[src/rtl/x_muldiv.sv]
// x_muldiv: iterative multiply/divide unit with architectural HI/LO registers.
//
// Runs MULT/MULTU/DIV/DIVU one radix-2 step per cycle: shift-add for multiply,
// restoring division for divide. Both work on operand magnitudes, and the sign
// is fixed up at the end. MTHI/MTLO write HI/LO in a single cycle.
//
// Optional feature macro: MULDIV_FAST_MULT_EN. When it is defined, MULT/MULTU
// complete at the accepting edge using a full-width multiplier. DIV/DIVU are
// unaffected.
//
// Ports:
//   clk        pipeline clock, rising edge
//   rst        asynchronous reset, active low
//   start      request valid; accepted only while busy=0
//   op         0 NONE, 1 MULT, 2 MULTU, 3 DIV, 4 DIVU, 5 MTHI, 6 MTLO, 7 NONE
//   rs_d       operand A / dividend / MTHI-MTLO source
//   rt_d       operand B / divisor
//   kill       abandon the in-flight operation (pipeline flush)
//   hi, lo     architectural HI/LO registers
//   busy       operation in flight; HI/LO not yet valid
//   done       one-cycle pulse after HI/LO are written by a mul/div
//   dbg_state  current FSM state (0 IDLE, 1 RUN, 2 FIX), for observation only
//
// Handshake: a request is taken at a rising edge when start=1, busy=0 and
// kill=0. There is no backpressure beyond busy. A start seen while busy=1,
// or together with kill, is dropped without any effect.
module x_muldiv #(
  parameter int WIDTH = 32
) (
  input  logic             clk,
  input  logic             rst,
  input  logic             start,
  input  logic [2:0]       op,
  input  logic [WIDTH-1:0] rs_d,
  input  logic [WIDTH-1:0] rt_d,
  input  logic             kill,
  output logic [WIDTH-1:0] hi,
  output logic [WIDTH-1:0] lo,
  output logic             busy,
  output logic             done,
  output logic [1:0]       dbg_state
);

  localparam int CW = (WIDTH > 1) ? $clog2(WIDTH) : 1;

  localparam logic [2:0] OP_MULT  = 3'd1;
  localparam logic [2:0] OP_MULTU = 3'd2;
  localparam logic [2:0] OP_DIV   = 3'd3;
  localparam logic [2:0] OP_DIVU  = 3'd4;
  localparam logic [2:0] OP_MTHI  = 3'd5;
  localparam logic [2:0] OP_MTLO  = 3'd6;

`ifdef MULDIV_FAST_MULT_EN
  localparam bit FAST_MULT = 1'b1;
`else
  localparam bit FAST_MULT = 1'b0;
`endif

  typedef enum logic [1:0] {
    S_IDLE = 2'd0,
    S_RUN  = 2'd1,
    S_FIX  = 2'd2
  } state_t;

  state_t              state_q;
  logic [CW-1:0]       cnt_q;
  logic [WIDTH-1:0]    hi_q, lo_q;
  logic                busy_q, done_q;
  logic                is_div_q;   // current op is a divide
  logic                neg_q;      // product / quotient sign
  logic                neg_rem_q;  // remainder sign (sign of dividend)
  logic                div0_q;     // divisor was zero when sampled
  logic [WIDTH-1:0]    opa_q;      // original dividend bits, for divide by zero
  logic [WIDTH-1:0]    mcand_q;    // multiplicand or divisor magnitude
  logic [2*WIDTH-1:0]  acc_q;      // mult: {partial hi, multiplier}; div: {rem, quo}

  // Decode and operand magnitudes for the request being sampled
  logic             op_is_mul, op_is_div, op_signed, a_neg, b_neg, launch;
  logic [WIDTH-1:0] a_mag, b_mag;
  logic [2*WIDTH-1:0] ext_a, ext_b, fast_prod;

  always_comb begin
    op_is_mul = (op == OP_MULT) || (op == OP_MULTU);
    op_is_div = (op == OP_DIV)  || (op == OP_DIVU);
    op_signed = (op == OP_MULT) || (op == OP_DIV);
    a_neg     = op_signed && rs_d[WIDTH-1];
    b_neg     = op_signed && rt_d[WIDTH-1];
    a_mag     = a_neg ? -rs_d : rs_d;
    b_mag     = b_neg ? -rt_d : rt_d;
    // Sign- or zero-extended full-width product is correct for both flavours
    ext_a     = {{WIDTH{a_neg ? 1'b1 : 1'b0}}, rs_d};
    ext_b     = {{WIDTH{b_neg ? 1'b1 : 1'b0}}, rt_d};
    fast_prod = ext_a * ext_b;
    launch    = start && !kill && (op_is_div || (op_is_mul && !FAST_MULT));
  end

  // One iteration step, and the final sign fix-up
  logic [WIDTH-1:0]   mul_addend, quo_raw, rem_raw, quo_fix, rem_fix;
  logic [WIDTH:0]     mul_sum, div_shift, div_diff;
  logic [2*WIDTH-1:0] mul_next, div_next, prod_fix;

  always_comb begin
    mul_addend = acc_q[0] ? mcand_q : {WIDTH{1'b0}};
    mul_sum    = {1'b0, acc_q[2*WIDTH-1:WIDTH]} + {1'b0, mul_addend};
    mul_next   = {mul_sum, acc_q[WIDTH-1:1]};
    // Restoring step: bring in the next dividend bit, subtract if it fits
    div_shift  = {acc_q[2*WIDTH-1:WIDTH], acc_q[WIDTH-1]};
    div_diff   = div_shift - {1'b0, mcand_q};
    div_next   = div_diff[WIDTH] ? {div_shift[WIDTH-1:0], acc_q[WIDTH-2:0], 1'b0}
                                 : {div_diff[WIDTH-1:0],  acc_q[WIDTH-2:0], 1'b1};
    prod_fix   = neg_q ? -acc_q : acc_q;
    quo_raw    = acc_q[WIDTH-1:0];
    rem_raw    = acc_q[2*WIDTH-1:WIDTH];
    quo_fix    = neg_q ? -quo_raw : quo_raw;
    rem_fix    = neg_rem_q ? -rem_raw : rem_raw;
  end

  always_ff @(posedge clk or negedge rst) begin
    if (!rst) begin
      state_q   <= S_IDLE;
      cnt_q     <= '0;
      hi_q      <= '0;
      lo_q      <= '0;
      busy_q    <= 1'b0;
      done_q    <= 1'b0;
      is_div_q  <= 1'b0;
      neg_q     <= 1'b0;
      neg_rem_q <= 1'b0;
      div0_q    <= 1'b0;
      opa_q     <= '0;
      mcand_q   <= '0;
      acc_q     <= '0;
    end else begin
      done_q <= 1'b0;
      case (state_q)
        S_IDLE: begin
          if (launch) begin
            state_q   <= S_RUN;
            busy_q    <= 1'b1;
            cnt_q     <= '0;
            is_div_q  <= op_is_div;
            neg_q     <= a_neg ^ b_neg;
            neg_rem_q <= a_neg;
            div0_q    <= op_is_div && (rt_d == '0);
            opa_q     <= rs_d;
            mcand_q   <= op_is_div ? b_mag : a_mag;
            acc_q     <= {{WIDTH{1'b0}}, (op_is_div ? a_mag : b_mag)};
          end else if (start && !kill) begin
            if (op == OP_MTHI) hi_q <= rs_d;
            if (op == OP_MTLO) lo_q <= rs_d;
            if (op_is_mul && FAST_MULT) begin
              hi_q   <= fast_prod[2*WIDTH-1:WIDTH];
              lo_q   <= fast_prod[WIDTH-1:0];
              done_q <= 1'b1;
            end
          end
        end
        S_RUN: begin
          if (kill) begin
            state_q <= S_IDLE;
            busy_q  <= 1'b0;
          end else begin
            acc_q <= is_div_q ? div_next : mul_next;
            cnt_q <= cnt_q + CW'(1);
            if (cnt_q == CW'(WIDTH - 1)) state_q <= S_FIX;
          end
        end
        S_FIX: begin
          state_q <= S_IDLE;
          busy_q  <= 1'b0;
          if (!kill) begin
            done_q <= 1'b1;
            if (!is_div_q) begin
              hi_q <= prod_fix[2*WIDTH-1:WIDTH];
              lo_q <= prod_fix[WIDTH-1:0];
            end else if (div0_q) begin
              hi_q <= opa_q;
              lo_q <= {WIDTH{1'b1}};
            end else begin
              hi_q <= rem_fix;
              lo_q <= quo_fix;
            end
          end
        end
        default: begin
          state_q <= S_IDLE;
          busy_q  <= 1'b0;
        end
      endcase
    end
  end

  assign hi        = hi_q;
  assign lo        = lo_q;
  assign busy      = busy_q;
  assign done      = done_q;
  assign dbg_state = state_q;

endmodule

[config.mk]
export PLATFORM = sky130hd
export DESIGN_NAME = x_muldiv
export DESIGN_NICKNAME = d
export VERILOG_FILES = /design/src/rtl/x_muldiv.sv
export SDC_FILE = /design/constraint.sdc
export NUM_CORES = 1
export LEC_CHECK = 0
export BUFFER_PORTS_ARGS = -buffer_cell sky130_fd_sc_hd__buf_2
export CAP_MARGIN = 20
export CORE_UTILIZATION = 40
export DETAILED_ROUTE_END_ITERATION = 7
export GPL_TIMING_DRIVEN = 0
export PLACE_DENSITY_LB_ADDON = 0.25
export SYNTH_ARGS = -nofsm -noshare
export SYNTH_HDL_FRONTEND = slang
export SYNTH_SLANG_ARGS = --single-unit
[constraint.sdc]
create_clock -name clk -period 7.5 [get_ports clk]
set_input_delay 0 -clock clk [delete_from_list [all_inputs] [get_ports clk]]
set_output_delay 0 -clock clk [all_outputs]
set_load 0.05 [all_outputs]
; Word-level counts from Yosys, hierarchy flattened
; Index checks and enable logic that the tools add are counted.
[totals]
ff_bits = 205
out_inout_bits = 68
[classes]
addsub = 8
eq_ne = 18
n_mux = 39
bitwise = 1
n_reduce_logical = 20
[ops]
columns = operator, count
row1 = 32-bit 2-to-1 mux, 19
row2 = 64-bit 2-to-1 mux, 5
row3 = 32-bit negation, 4
row4 = 32-bit case mux with 2 select lines, 2
row5 = 64-bit case mux with 2 select lines, 1
row6 = 64-bit negation, 1
row7 = 32-bit by 32-bit adder with 33-bit output, 1
row8 = 33-bit by 32-bit subtractor with 33-bit output, 1
row9 = 32-bit logical NOT, 1
row10 = 2-bit != test (second input constant), 8
row11 = 5-bit 2-to-1 mux, 2
row12 = 5-bit case mux with 2 select lines, 1
row13 = 5-bit AND reduction, 2
row14 = 3-bit equality test (second input constant), 3
row15 = 3-bit by 2-bit equality test with 1-bit output (second input constant), 2
row16 = 2-bit 2-to-1 mux, 3
row17 = 2-bit AND reduction, 3
row18 = 5-bit by 1-bit adder with 5-bit output (second input constant), 1
row19 = 5-bit equality test (second input constant), 1
row20 = 1-bit logical AND, 5
row21 = 1-bit logical OR, 4
row22 = 1-bit 2-to-1 mux, 4
row23 = 2-bit case mux with 2 select lines, 1
row24 = 2-bit nonzero test, 2
row25 = 9 further kinds, 9

; Longest topological paths before layout
[depth]
depth_word = 7
depth_mapped = 14
ltp_nobuf = 13

; Worst setup path after synthesis
; No wires, ideal clock.
[synth_path]
path_type = register -> register
start = register acc_q[32]
end = register acc_q[50]
setup_ps = 129
arrival_ps = 3142
t_required_ps = 7371
setup_slack_ps = 4229
stages_incl_launch_ff = 14
path_buffers = 2
period_less_slack_ps = 3271
cell_sequence = dfrtp_1 -> clkbuf_1 -> inv_1 -> fa_1 -> nand2b_1 -> a21o_1 -> a31o_2 -> o31ai_2 -> a31oi_2 -> xnor2_1 -> buf_2 -> mux2_1 -> a22oi_1 -> o21ai_1
[synth_via]
elab_chain_cells = 5
elab_cells_between_ends = 6
classes_between = add/sub: 2 / mux: 4
[synth_rtl]
columns = item, line_no
row1 = from (decl), 75  ; logic [2*WIDTH-1:0] acc_q;
row2 = from (signal assigned), 147  ; acc_q <= {{WIDTH{1'b0}}, (op_is_div ? a_mag : b_mag)};
row3 = from (signal assigned), 163  ; acc_q <= is_div_q ? div_next : mul_next;
row4 = 33-bit by 32-bit subtractor with 33-bit output, 108  ; div_diff = div_shift - {1'b0, mcand_q};
row5 = 64-bit 2-to-1 mux, 109  ; div_next = div_diff[WIDTH] ? {div_shift[WIDTH-1:0], acc_q[WIDTH-2:0], 1'b0}
row6 = 64-bit 2-to-1 mux *, 163
row7 = 64-bit 2-to-1 mux *, 159  ; if (kill) begin
row8 = 64-bit case mux with 2 select lines *, 135  ; case (state_q)
; Mark *: on every way between the ends. The rest lies on a longest branch, timed or not. The select of a mux whose other input is x is not followed.
; A chain may end at the register's enable or synchronous reset.

; Final worst setup path
[layout_path]
start = register acc_q[0]
end = register hi_q[30], in the netlist hi[30]
[layout_via]
elab_chain_cells = 5
[layout_rtl]
columns = item, line_no
row1 = 64-bit negation, 111  ; prod_fix = neg_q ? -acc_q : acc_q;
row2 = 64-bit 2-to-1 mux, 111
row3 = 32-bit 2-to-1 mux, 173  ; if (!is_div_q) begin
row4 = 32-bit 2-to-1 mux, 171  ; if (!kill) begin
row5 = 32-bit case mux with 2 select lines, 135
row6 = to (signal assigned), 174  ; hi_q <= prod_fix[2*WIDTH-1:WIDTH];
row7 = to (signal assigned), 177  ; hi_q <= opa_q;
row8 = to (signal assigned), 180  ; hi_q <= rem_fix;
row9 = to (decl), 67  ; logic [WIDTH-1:0] hi_q, lo_q;
; No other way between the ends. The select of a mux whose other input is x is not followed.

==> flow_metrics.py <==
metrics = {
    "worst_setup_path": {
        "crit_path_cell_trace": "inv_1 > clkbuf_1 > ha_1 > and3_1 > nand4_1 > clkbuf_1 > o41ai_1 > xnor2_1 > o21ai_1 > a21oi_1",
        "worst_path_dominant_cell_family": "buffers and inverters",
        "r2r_setup_slack_ns": 3.16,
        "crit_path_max_incr_delay_ns": 0.66,
        "crit-reg2reg-capture": "hi[30]",
        "worst_setup_path_start_kind": "flip-flop",
        "timing.setup.critical_path_class": "flip-flop to flip-flop",
        "cp.arrival_ns": 4.78,
        "r2r.worst_path.cells": 10,
        "timing.critical_path.buf_inv": 3,
        "cp_max_fo": 10,
        "crit_required_ns": 7.94,
        "critical_path_depth": 10,
        "worstSetupEndpointType": "flip-flop",
        "critical_path_most_common_cell": "sky130_fd_sc_hd__clkbuf_1",
        "worst_path_max_delay_cell": "sky130_fd_sc_hd__clkbuf_1",
        "worst_r2r_startpoint": "acc_q[0]",
    },
    "synth": {
        "synth_enable_flop_cells": 0,
        "net_count_of_the_mapped_netlist": 2387,
        "netlist_top_cells_area": "sky130_fd_sc_hd__dfrtp_1 30%, sky130_fd_sc_hd__nand2_1 7.3%, sky130_fd_sc_hd__xnor2_1 7.2%, sky130_fd_sc_hd__o21ai_0 6.6%, sky130_fd_sc_hd__a21oi_1 5.3%",
        "yosysTopAreaCellShare_pct": 29.7,
        "yosys.area.top_type": "sky130_fd_sc_hd__dfrtp_1",
        "post_synth.cell_area_avg_um2": 7.69,
        "yosys_warnings": 0,
        "netlist_instances": 2244,
        "post_synth_most_frequent_cells": "337 x sky130_fd_sc_hd__nand2_1, 228 x sky130_fd_sc_hd__o21ai_0, 205 x sky130_fd_sc_hd__dfrtp_1, 184 x sky130_fd_sc_hd__a21oi_1, 178 x sky130_fd_sc_hd__nor2_1",
        "synth_sequential_area_ratio_pct": 29.7,
        "yosys_register_bits": 205,
        "synth_area_um2": 17300,
        "netlist-cell-type-count": 81,
        "synthMostInstantiatedCell": "sky130_fd_sc_hd__nand2_1",
        "yosys_most_used_dff": "sky130_fd_sc_hd__dfrtp_1",
        "synth_async_sr_flop_share_pct": 100,
    },
    "timing": {
        "timing_hold_violations_final": 0,
        "timing.clock.skew_ns": 0.0137,
        "relSlewSlack_pct": 21.1,
        "setup_viol": 0,
        "worst_slew_pin_slew_ns": 1.18,
        "timing.final.crit_share_pct": 57.9,
        "fin_setup_tns_ns": 0,
        "grt_setup_unrepaired": "no",
        "finalMaxSlewViolations": 0,
        "highest_clock_rate_mhz": 230,
        "holdWs_ns": 0.00928,
        "final_period_demand_of_the_worst_path_ns": 4.34,
    },
    "floorplan": {
        "pin_count": 139,
        "fp.dieArea_um2": 44000,
        "start_util_pct": 40.9,
        "std_cell_rows": 75,
        "design.core.area_um2": 42200,
        "dieHeight_um": 210,
        "chipWidth_um": 210,
    },
    "grt": {
        "gr-usage-all-layers_pct": 34.6,
        "largest_net_degree_at_the_start_of_global_routing": 77,
        "grt_first_pass_wirelength_um": 114000,
        "grt_pass1_vias": 17800,
        "grt_overflow": 0,
        "number_of_antenna_violations_at_the_first_check_in_global_routing": 1,
    },
    "drt": {
        "route.detailed.vias_per_inst": 6.24,
        "drcViolationCount": 0,
        "drtAntennaViolNets": 0,
        "drtIter0Drc": 1976,
        "vias": 18800,
        "drt_wl_total_um": 77400,
        "detailed_route_wire_length_per_cell_um": 25.7,
        "first_pass_iters": 8,
    },
    "pwr": {
        "leakagePower_nw": 8.75,
        "fin_total_pwr_mw": 7.39,
        "power.density_nw_per_um2": 368,
        "vdd_ir_drop_max_v": 0.000174,
    },
    "clock_tree": {
        "post-cts-setup-buffers": 0,
        "cts_tree": "done",
        "tritoncts.num_buffers": 27,
        "clk-insertion-delay-late_ns": 0.57,
        "cts-htree-levels": 1,
        "clockBufferDepth": 3,
        "post_cts_resize_count": 0,
        "clock_tree.root_cell": "sky130_fd_sc_hd__clkbuf_16",
        "clk_transition_reported_paths_ns": 0.07,
        "sink_count_of_the_clock_tree": 205,
    },
    "final_layout": {
        "fillerInstances": 4292,
        "layout_stage_area_growth_over_the_synthesis_result_pct": 16.5,
        "layout.nets": 2602,
        "share_of_cells_above_drive_strength_1_pct": 9.85,
    },
    "hold_path": {
        "worst_hold_path_ep": "mcand_q[4]",
        "holdCritPathClass": "primary input to flip-flop",
        "hold_path_startpoint": "rt_d[4]",
        "count_of_cells_along_the_worst_hold_path": 5,
    },
    "place": {
        "io_buffer_count": 130,
        "dp_wirelength_um": 60100,
        "routabilityCongestion": 0.960,
    },
    "run": {
        "max_cap_viols": 0,
    },
    "status": {
        "run_status": "finished, final reports clean",
    },
}
[worst max-delay path by stage]
| stage | start | to | slack (ns) |
|---|---|---|---|
| detailed placement | acc_q[0] | hi[30] | 3.34 |
| CTS | acc_q[32] | acc_q[59] | 3.32 |
| global placement | rst | lo[29] | 2.67 |
| floorplan | acc_q[32] | acc_q[50] | 4.23 |
| global route | acc_q[32] | acc_q[59] | 3.02 |
| finish | acc_q[0] | hi[30] | 3.16 |
[cell type report]
type	count	area [µm²]	share of cell area (%)
clock inverter	9	148	0.734
buffer	169	683	3.40
sequential	205	5130	25.5
timing repair buffer	186	1270	6.31
inverter	69	259	1.29
antenna	2	5.00	0.0249
clock buffer	37	753	3.75
multi-input combinational	1801	11200	55.6
tap	539	674	3.35
[report_power, final]
group / switching [mW] / leakage [nW] / total (mW) / internal, mW
Combinational: 2.80 / 5.72 / 4.29 / 1.48
Sequential: 0.353 / 2.59 / 1.74 / 1.39
Clock: 0.535 / 0.441 / 1.36 / 0.830
[registers in the layout (all words and copies together), names as in the netlist]
name and flops:
acc_q 64, hi 32, lo 32, mcand_q 32, opa_q 32, cnt_q 5
dbg_state 2, busy 1, div0_q 1, done 1, is_div_q 1, neg_q 1
neg_rem_q 1
[cell families after synthesis]
logic type | after synthesis | synth area share, %
AOI/OAI and AO/OA | 732 | 26.4
xor gates and xnor gates | 196 | 9.95
adders and majority gates | 72 | 5.31
buffers and inverters | 238 | 5.46
DFF | 205 | 29.7
muxes | 58 | 3.45
and+or+nand+nor | 743 | 19.7
[cells in the final DEF, fill, tap and decap left out, types with 12 or more instances in the layout]
cell | Yosys | routed
sky130_fd_sc_hd__mux2i_1 | 46 | 46
sky130_fd_sc_hd__o41ai_1 | 16 | 16
sky130_fd_sc_hd__a21oi_1 | 184 | 184
sky130_fd_sc_hd__buf_2 | 15 | 144
sky130_fd_sc_hd__nand3_1 | 35 | 35
sky130_fd_sc_hd__a211oi_1 | 13 | 13
sky130_fd_sc_hd__o22ai_1 | 37 | 37
sky130_fd_sc_hd__xnor2_1 | 142 | 142
sky130_fd_sc_hd__o21ai_0 | 228 | 228
sky130_fd_sc_hd__nor2_1 | 178 | 178
sky130_fd_sc_hd__nand2b_1 | 23 | 23
sky130_fd_sc_hd__clkbuf_1 | 135 | 141
sky130_fd_sc_hd__nor3_1 | 49 | 49
sky130_fd_sc_hd__xor2_1 | 54 | 54
sky130_fd_sc_hd__dlygate4sd3_1 | 0 | 50
sky130_fd_sc_hd__and2_1 | 13 | 13
sky130_fd_sc_hd__clkbuf_16 | 0 | 27
sky130_fd_sc_hd__nand4_1 | 15 | 15
sky130_fd_sc_hd__o221ai_1 | 20 | 20
sky130_fd_sc_hd__or3_1 | 15 | 15
sky130_fd_sc_hd__inv_1 | 67 | 67
sky130_fd_sc_hd__dfrtp_1 | 205 | 205
sky130_fd_sc_hd__o211ai_1 | 39 | 39
sky130_fd_sc_hd__a31oi_1 | 21 | 21
sky130_fd_sc_hd__ha_1 | 70 | 70
sky130_fd_sc_hd__a21o_1 | 25 | 25
sky130_fd_sc_hd__o31ai_1 | 34 | 34
sky130_fd_sc_hd__nor4_1 | 12 | 12
sky130_fd_sc_hd__nand2_1 | 337 | 337
sky130_fd_sc_hd__buf_1 | 14 | 14
sky130_fd_sc_hd__a22oi_1 | 17 | 17
[through the flow]
stage / cell area (µm²) / std cells / worst slack (ns) / utilization (%)
6_report: 20100 / 3017 / 3.16 / 47.6
3_5_place_dp: 18700 / 2916 / 3.34 / 44.2
5_1_grt: 20100 / 3015 / 3.02 / 47.6
2_1_floorplan: 17300 / 2244 / 4.23 / -
3_3_place_gp: 18600 / 2913 / 2.67 / 44.0
4_1_cts: 20100 / 3013 / 3.32 / 47.6
[worst min-delay path, delay by kind of cell]
| family | cells | cell delay [ns] |
|---|---|---|
| buffers and inverters | 1 | 0.11 |
| AO/OA/AOI/OAI | 2 | 0.20 |
| AND/OR/NAND/NOR | 1 | 0.10 |
| XOR/XNOR | 1 | 0.14 |
[layer usage]
| layer | track usage (%) | part of all wire, % |
|---|---|---|
| met1 | 46.2 | 41 |
| met2 | 54.0 | 44 |
| met4 | 15.2 | 5.0 |
| met5 | 0 | 0.014 |
| met3 | 7.18 | 9.7 |
[repair_timing]
action,CTS,global route
hold buffers,51,0
endpoints found under the hold margin,306,0
endpoints found under the setup margin,0,0
Note: power is estimated with default switching activity, not from simulation.
